**config.mk**
```make
export PLATFORM = sky130hd
export DESIGN_NAME = sha_host_bridge
export DESIGN_NICKNAME = d
export VERILOG_FILES = /design/src/rtl/sha_host_bridge.sv
export SDC_FILE = /design/constraint.sdc
export NUM_CORES = 1
export LEC_CHECK = 0
export ABC_AREA = 1
export ABC_CLOCK_PERIOD_IN_PS = 4700
export CAP_MARGIN = 20
export CORE_UTILIZATION = 52
export CTS_CLUSTER_SIZE = 10
export DETAILED_ROUTE_END_ITERATION = 10
export PLACE_DENSITY_LB_ADDON = 0.08
export REMOVE_ABC_BUFFERS = 1
export SLEW_MARGIN = 0
export SYNTH_ARGS = -nofsm -noshare
export SYNTH_HDL_FRONTEND = slang
export SYNTH_SLANG_ARGS = --single-unit
```
**constraint.sdc**
```tcl
create_clock -name clk -period 4.7 [get_ports clk]
set_input_delay 0.94 -clock clk [delete_from_list [all_inputs] [get_ports clk]]
set_output_delay 0.94 -clock clk [all_outputs]
set_load 0.005 [all_outputs]
```
**src/rtl/sha_host_bridge.sv**
```systemverilog
// -----------------------------------------------------------------------------
// sha_host_bridge
//
// Host-side glue between a narrow request/acknowledge host port and a
// word-oriented SHA-256d core. A job is launched with i_start. Each time the
// core raises a word request, the bridge fetches WORD_W/HOST_W host beats and
// hands the assembled word back with a one-cycle o_core_rdy strobe. When the
// core reports its digest, the digest is registered and streamed back to the
// host one beat at a time. Any host handshake stuck for TIMEOUT cycles, or a
// core request that arrives while a word is still being fetched, parks the
// bridge in a sticky error state. i_abort returns to idle from anywhere.
//
// Ports
//   clk            clock
//   rst_n          asynchronous active-low reset
//   i_start        begin a job (honoured in idle or error)
//   i_abort        cancel the job, highest priority
//   i_host_din     host data beat
//   i_host_ack     host accepts/provides the current beat (only while o_host_req)
//   o_host_req     bridge requests one beat
//   o_host_dout    digest beat during readback, otherwise {core_addr, beat index}
//   o_busy         job in progress
//   o_done         digest readback phase
//   o_err          sticky error (timeout or overrun)
//   o_core_start   one-cycle start pulse to the core
//   i_core_rq      core word request, rising edge starts a fetch
//   i_core_addr    word index requested by the core
//   o_core_data    assembled word
//   o_core_rdy     one-cycle strobe, o_core_data valid
//   i_core_done    digest valid this cycle
//   i_core_digest  digest from the core
// -----------------------------------------------------------------------------
module sha_host_bridge #(
   parameter int HOST_W        = 8,
   parameter int WORD_W        = 32,
   parameter int DIGEST_W      = 256,
   parameter int ADDR_W        = 5,
   parameter int TIMEOUT       = 255,
   parameter bit OUT_LSB_FIRST = 1'b0
) (
   input  logic                clk,
   input  logic                rst_n,
   input  logic                i_start,
   input  logic                i_abort,
   input  logic [HOST_W-1:0]   i_host_din,
   input  logic                i_host_ack,
   output logic                o_host_req,
   output logic [HOST_W-1:0]   o_host_dout,
   output logic                o_busy,
   output logic                o_done,
   output logic                o_err,
   output logic                o_core_start,
   input  logic                i_core_rq,
   input  logic [ADDR_W-1:0]   i_core_addr,
   output logic [WORD_W-1:0]   o_core_data,
   output logic                o_core_rdy,
   input  logic                i_core_done,
   input  logic [DIGEST_W-1:0] i_core_digest
);

   localparam int NB_W  = WORD_W / HOST_W;
   localparam int NB_D  = DIGEST_W / HOST_W;
   localparam int BI_W  = $clog2(NB_D) + 1;
   localparam int TO_W  = (TIMEOUT > 0) ? $clog2(TIMEOUT + 1) : 1;
   localparam int TAG_W = ADDR_W + BI_W;

   typedef enum logic [2:0] {
      S_IDLE,
      S_ARM,
      S_WAIT,
      S_FETCH,
      S_OUT,
      S_ERR
   } state_t;

   state_t                r_state;
   state_t                w_next;
   logic                  r_rqDly;
   logic                  r_hostReq;
   logic [BI_W-1:0]       r_beatIdx;
   logic [TO_W-1:0]       r_toCnt;
   logic [WORD_W-1:0]     r_coreData;
   logic                  r_coreRdy;
   logic [DIGEST_W-1:0]   r_digest;

   logic                  w_rqRise;
   logic                  w_beatAck;
   logic                  w_toHit;
   logic                  w_lastWordBeat;
   logic                  w_lastDigBeat;
   logic [HOST_W-1:0]     w_digestBeat;
   logic [HOST_W+TAG_W-1:0] w_tagExt;

   // A beat completes only when the host acknowledges an outstanding request;
   // stray acks while the request is low fall out here.
   assign w_rqRise       = i_core_rq & ~r_rqDly;
   assign w_beatAck      = r_hostReq & i_host_ack;
   assign w_lastWordBeat = (r_beatIdx == BI_W'(NB_W - 1));
   assign w_lastDigBeat  = (r_beatIdx == BI_W'(NB_D - 1));

   // The timeout fires on the edge that would bring the stalled-cycle count
   // up to TIMEOUT, so the request is seen high for exactly TIMEOUT cycles.
   assign w_toHit = (TIMEOUT != 0) && r_hostReq && !i_host_ack &&
                    (r_toCnt == TO_W'(TIMEOUT - 1));

   // State register.
   always_ff @(posedge clk or negedge rst_n) begin
      if (!rst_n) begin
         r_state <= S_IDLE;
      end else begin
         r_state <= w_next;
      end
   end

   // Next-state decode. Overrun checks come before beat completion so a
   // misbehaving core is never served a half-built word, and abort overrides
   // everything at the end.
   always_comb begin
      w_next = r_state;
      case (r_state)
         S_IDLE:  if (i_start) w_next = S_ARM;
         S_ARM:   w_next = S_WAIT;
         S_WAIT: begin
            if (w_rqRise)         w_next = S_FETCH;
            else if (i_core_done) w_next = S_OUT;
         end
         S_FETCH: begin
            if (w_rqRise || i_core_done || w_toHit)  w_next = S_ERR;
            else if (w_beatAck && w_lastWordBeat)    w_next = S_WAIT;
         end
         S_OUT: begin
            if (w_toHit)                             w_next = S_ERR;
            else if (w_beatAck && w_lastDigBeat)     w_next = S_IDLE;
         end
         S_ERR:   if (i_start) w_next = S_ARM;
         default: w_next = S_IDLE;
      endcase
      if (i_abort) w_next = S_IDLE;
   end

   // Datapath registers. The beat index restarts on every state change so it
   // never wraps inside a job. The host request is re-raised one cycle after
   // each completed beat, which guarantees at least one low cycle between beats,
   // and drops whenever the state is about to change (abort, timeout, overrun).
   always_ff @(posedge clk or negedge rst_n) begin
      if (!rst_n) begin
         r_rqDly    <= 1'b0;
         r_hostReq  <= 1'b0;
         r_beatIdx  <= '0;
         r_toCnt    <= '0;
         r_coreData <= '0;
         r_coreRdy  <= 1'b0;
         r_digest   <= '0;
      end else begin
         r_rqDly   <= i_core_rq;
         r_coreRdy <= 1'b0;

         if (w_next != r_state) begin
            r_beatIdx <= '0;
         end else if (w_beatAck) begin
            r_beatIdx <= r_beatIdx + 1'b1;
         end

         r_hostReq <= (w_next == r_state) &&
                      (r_state == S_FETCH || r_state == S_OUT) &&
                      (!r_hostReq || !i_host_ack);

         if (!r_hostReq || w_beatAck || (w_next != r_state)) begin
            r_toCnt <= '0;
         end else begin
            r_toCnt <= r_toCnt + 1'b1;
         end

         if (r_state == S_FETCH && w_beatAck && !i_abort) begin
            for (int b = 0; b < NB_W; b++) begin
               if (r_beatIdx == BI_W'(b)) begin
                  r_coreData[WORD_W-1-b*HOST_W -: HOST_W] <= i_host_din;
               end
            end
            if (w_lastWordBeat && w_next == S_WAIT) begin
               r_coreRdy <= 1'b1;
            end
         end

         if (r_state == S_WAIT && w_next == S_OUT) begin
            r_digest <= i_core_digest;
         end
      end
   end

   // Digest beat selection for readback, in the configured order.
   always_comb begin
      w_digestBeat = '0;
      for (int b = 0; b < NB_D; b++) begin
         if (r_beatIdx == BI_W'(b)) begin
            if (OUT_LSB_FIRST) begin
               w_digestBeat = r_digest[b*HOST_W +: HOST_W];
            end else begin
               w_digestBeat = r_digest[DIGEST_W-1-b*HOST_W -: HOST_W];
            end
         end
      end
   end

   // Outside readback the host sees the requested address and beat index,
   // zero-extended or truncated to the beat width.
   assign w_tagExt = {{HOST_W{1'b0}}, i_core_addr, r_beatIdx};

   assign o_host_dout  = (r_state == S_OUT) ? w_digestBeat : w_tagExt[HOST_W-1:0];
   assign o_host_req   = r_hostReq;
   assign o_busy       = (r_state == S_ARM) || (r_state == S_WAIT) ||
                         (r_state == S_FETCH) || (r_state == S_OUT);
   assign o_done       = (r_state == S_OUT);
   assign o_err        = (r_state == S_ERR);
   assign o_core_start = (r_state == S_ARM);
   assign o_core_data  = r_coreData;
   assign o_core_rdy   = r_coreRdy;

endmodule

```
## After elaboration in Yosys (flattened, before gate mapping)

Cells that the tools add are included.
W data, S select, Z words.

| operators by class | value |
|---|---|
| add/subtract/negate cells | 2 |
| equality and inequality tests | 41 |
| muxes and demuxes | 47 |
| bitwise gates (word level) | 3 |
| reductions and logical operators | 30 |

Operator list:

| cell | number |
|---|---|
| $mux W8 | 34 |
| $eq A6 B5 Y1 const B | 16 |
| $eq A6 B4 Y1 const B | 8 |
| $eq A6 B3 Y1 const B | 4 |
| $mux W3 | 8 |
| $pmux W3 S5 | 1 |
| $eq A6 B2 Y1 const B | 2 |
| $mux W6 | 2 |
| $logic_and A1 B1 Y1 | 10 |
| $eq A3 B2 Y1 const B | 3 |
| $eq A3 B3 Y1 const B | 3 |
| $logic_or A1 B1 Y1 | 9 |
| $add A8 B1 Y8 const B | 1 |
| $eq A8 B8 Y1 const B | 1 |
| $reduce_and A2 Y1 | 4 |
| $add A6 B1 Y6 const B | 1 |
| $eq A6 B1 Y1 const B | 1 |
| $logic_not A6 Y1 | 1 |
| $eq A3 B1 Y1 const B | 1 |
| $eq A3 B3 Y1 | 1 |
| $logic_not A1 Y1 | 3 |
| $logic_not A3 Y1 | 1 |
| $ne A3 B3 Y1 | 1 |
| $and A1 B1 Y1 | 2 |
| other kinds (4) | 5 |

| storage, ports and cells | value |
|---|---|
| bits in registers | 308 |
| input port bits | 276 |
| output and inout bits | 46 |
| logic and storage cells | 134 |

## Logic depth before layout (Yosys ltp)

Gate-level depths: netlist of run 1.

| depth | value |
|---|---|
| word-level depth | 34 |
| depth in mapped cells | 41 |
| depth with buffers taken out | 40 |

## Worst setup path before layout of run 1

Ideal clock, no wire load.

| timing path | value |
|---|---|
| path type | register to output |
| from | register r_beatIdx[1] |
| to | output o_host_dout[0] |
| arrival time | 2817 ps |
| slack | 943 ps |
| stages on the path, launching flop included | 38 |
| buffers on the path | 2 |
| cell sequence | dfrtp_1 > inv_1 > ha_1 > buf_1 > nand2_2 > nor2_4 > inv_2 > buf_6 > nor2_1 > nor2_1 > nand2_1 > nand2_1 > nand2_1 > nand2_1 > nand2_1 > nand2_1 > nand2_1 > nand2_1 > (+2 left out) > nand2_1 > nand3_1 > nand2_1 > nand2_1 > nand2_1 > nand2_1 > nand3_1 > nand3_1 > nand2_1 > nand3_1 > nand3_1 > nand3_1 > nand2_1 > nand3_1 > nand2_1 > nand2_1 > nand2_1 > nand2_1 |

| between the ends | value |
|---|---|
| cells in the longest elaborated chain, start to end | 34 |

Ends and longest elaborated chain:

| what | line | text |
|---|---|---|
| from (decl) | 80 | `logic [BI_W-1:0] r_beatIdx;` |
| from (signal assigned) | 161 | `r_beatIdx <= r_beatIdx + 1'b1;` |
| $logic_not A6 Y1 | 195 | `if (r_beatIdx == BI_W'(b)) begin` |
| $mux W8 (31 in a row) | 195 |  |
| $mux W8 * | 195 |  |
| $mux W8 * | 209 | `assign o_host_dout = (r_state == S_OUT) ? w_digestBeat : w_tagExt[HOST_W-1:0];` |
| to (decl) | 48 | `output logic [HOST_W-1:0] o_host_dout,` |

Every way passes the cells marked *; elsewhere a longest branch is shown, timed or not.

## Final worst setup path of run 1

| timing path | value |
|---|---|
| from | register r_beatIdx[0] |
| to | output o_host_dout[6] |

The elaborated chain is that of the path after synthesis.

==> results of run 1 <==
## cell type report
cell class              instances  area (µm²)
multi-input cells            1070        6630
well taps                     378         473
repair buffers                416        4030
inverters                     165         638
diodes                          7        17.5
clock inverters                 2        13.8
fillers                      2096        7550
flip-flops and latches        308        7710
clock buffers                  46        1020
## per-layer routing
layer	vias to the layer above	global-route usage (%)	share of wire (%)
met5	-	0	0.067
met2	356	45.3	49
met4	4	9.89	2.5
li1	5969	-	-
met1	5968	35.2	43
met3	78	5.64	6.3
## what timing repair did
action | CTS | global route
pin swaps | 41 | 43
buffers inserted | 25 | 8
setup endpoints to repair | 8 | 8
resized for setup | 82 | 35
## cells in the mapped netlist, types with 3 or more instances
cell,n
inv_1,157
mux2_2,226
a21oi_1,98
o21ai_1,6
dfrtp_1,308
o211ai_1,3
inv_2,6
nor2_1,135
a211oi_1,3
nand2_2,3
nor2_4,9
nand4_1,7
nand2_1,381
o21ai_0,89
or2_0,4
nor3_1,7
xor2_1,6
buf_2,33
clkbuf_1,22
nand3_1,49
or2_2,19
ha_1,6
## through the flow
stage	hold slack [ns]	total power (W)	instances	TNS [ns]
after floorplan	0.454	0.00390	1543	-1360.26
after global placement	0.465	0.00438	2304	-0.256
after detailed placement	0.475	0.00444	2304	-0.423
after CTS	0.464	0.00703	2377	-1.61
after global routing	0.484	0.00733	2392	-3.68
final	0.429	0.00700	2392	-0.905
## where the power goes
group	internal [W]	total, W	switching [W]	leakage (nW)
clock network	0.00151	0.00253	0.00103	0.509
logic	0.000667	0.00118	0.000512	5.78
registers	0.00308	0.00329	0.000209	4.09
total	0.00526	0.00700	0.00175	10.4
## worst max-delay path, delay by kind of cell (launching register included)
family,cells,cell delay (ns)
adder cells (fa/ha/maj),1,0.15
buffers and inverters,4,0.43
flip-flops,1,0.41
AND/OR/NAND/NOR,38,2.47
## kinds of logic after synthesis
logic type / Yosys count
DFF: 308
buffers and inverters: 225
muxes: 226
adders and majority gates: 6
xor gates and xnor gates: 8
and+or+nand+nor: 625
AOI/OAI and AO/OA: 205
## worst paths after layout
| check | from | end | slack, ns | cells after the start |
|---|---|---|---|---|
| min in group clk | o_core_data[29] | o_core_data[29] | 0.48 | 2 |
| worst max-delay path | r_beatIdx[0] | o_host_dout[6] | -0.22 | 43 |
| max in group asynchronous | rst_n | r_digest[110] | 3.26 | 2 |
| worst max register to register | r_beatIdx[5] | r_digest[88] | 0.83 | 13 |
| worst min-delay path | rst_n | r_digest[187] | 0.43 | 1 |
| worst min register to register | o_core_data[29] | o_core_data[29] | 0.48 | 2 |
## registers in the layout, summed over array words and instances, names as in the netlist
register / count
r_digest: 256
o_core_data: 32
r_toCnt: 8
r_beatIdx: 6
r_state: 3
o_core_rdy: 1
o_host_req: 1
r_rqDly: 1
==> metrics.csv, run 1 <==
stage,metric,value,unit
run_status,outcome,"finished, violations left",
run_status,failed_checks,setup timing,
synthesis,yosys.area.top_type_share,51.4,%
drt,wirelength,40400,µm
grt,grt_pass1_vias,12500,
floorplan,die_area,29500,µm²
synthesis,async_flop_share,100,%
clocking,clk_pin_slew,0.05,ns
sta,rsz0062_at_grt,yes,
clocking,clockBufferDepth,3,
sta,hold_violations,0,
floorplan,start_util,53.4,%
placement,dp_hpwl,28200,µm
grt,grt_use_total,27.3,%
layout,design_area,20500,µm²
synthesis,seq_area_frac_synth,51.4,%
synthesis,yosys_warnings,0,
synthesis,synth_area,15000,µm²
critical_path,slowest_delay,0.41,ns
drt,firstDrtPassIters,5,
synthesis,netlist_instances,1603,
grt,grt_pass1_wl,62900,µm
synthesis,synth_fa_ha_area_share,0.501,%
critical_path,critical_path_class,register to output pin,
grt,antenna_found_initial,9,
floorplan,die_w,172,µm
synthesis,synth_edf_count,0,
layout,layout.cells.most_common_list,"361 x nand2_1, 309 x clkdlybuf4s50_1, 307 x dfrtp_1",
synthesis,synth_mux_area_share,17.0,%
synthesis,synth_compound_area_share,7.08,%
sta,worst_slew_pin_slew,0.733,ns
layout,area_growth,36.9,%
drt,viasPerCell,5.17,
layout,final_common_cell,nand2_1,
drt,first_iter_violations,774,
floorplan,dieHeight,172,µm
sta,fin_skew,0.0200,ns
worst_hold_path,hold_class,primary input to asynchronous set/reset pin,
critical_path,end_kind,output pin,
drt,drc,0,
synthesis,ys_types,45,
sta,max_freq,0.203,GHz
placement,io_buffers,318,
layout,nets,2280,
drt,ant_nets,0,
layout,final_layout_size_suffix_gt1_share,23.7,%
placement,routabilityCongestion,0.841,
clocking,numCtsBuffers,37,
grt,overflow,0,
sta,relSlewSlack,51.1,%
flow_run,drv_cap,0,
clocking,clock_latency,0.51,ns
sta,finalWorstSetupSlack,-0.219,ns
clocking,clock-sinks,308,
layout,final_core_util,73.1,%
critical_path,worst_ep_arrival_time,3.98,ns
critical_path,cpMostUsedCell,nand2_1,
critical_path,slowest_stage,dfrtp_1,
placement,dpl_cell_area,18900,µm²
synthesis,synth-main-ff-cell,dfrtp_1,
synthesis,postSynthAreaPerCell,9.36,µm²
grt,grt_max_degree,136,
floorplan,fp-row-count,61,
pwr,p_leak,10.4,nW
synthesis,synth-simple-area-share,17.5,%
synthesis,synth_xor_area_share,0.467,%
sta,setup_violations,7,
sta,fin_crit,4.92,ns
clocking,cts-hold-fix-buffers,0,
synthesis,yosys_register_bits,308,
critical_path,crit_fanout,5,
drt,vias,12400,
drt,wl_per_cell,16.9,µm
clocking,cts_tree,yes,
placement,dp_slack,-0.130,ns
floorplan,pin_count,322,
critical_path,crit_path_start_kind,register,
pwr,peakVddDrop,0.239,mV
pwr,p_per_area,341,nW/µm²
clocking,root_buffer,clkbuf_16,
synthesis,synth_top_family_by_area,simple AND/OR/NAND/NOR gates,
clocking,h-tree-depth,2,
sta,period_share,105,%
floorplan,core,28100,µm²
critical_path,required,3.76,ns
sta,slew_viol_final,0,
synthesis,synth_top_area_cell,dfrtp_1,
synthesis,synthTopCellsByArea,"dfrtp_1 51%, mux2_2 17%, nand2_1 9.5%",
Power figures use the tool's default switching activity.
==> run 2: changes to the inputs <==
- CAP_MARGIN: 20 -> unset
==> results of run 2 <==
Same layout as run 1: the final DEF is identical, and so are final timing and power.
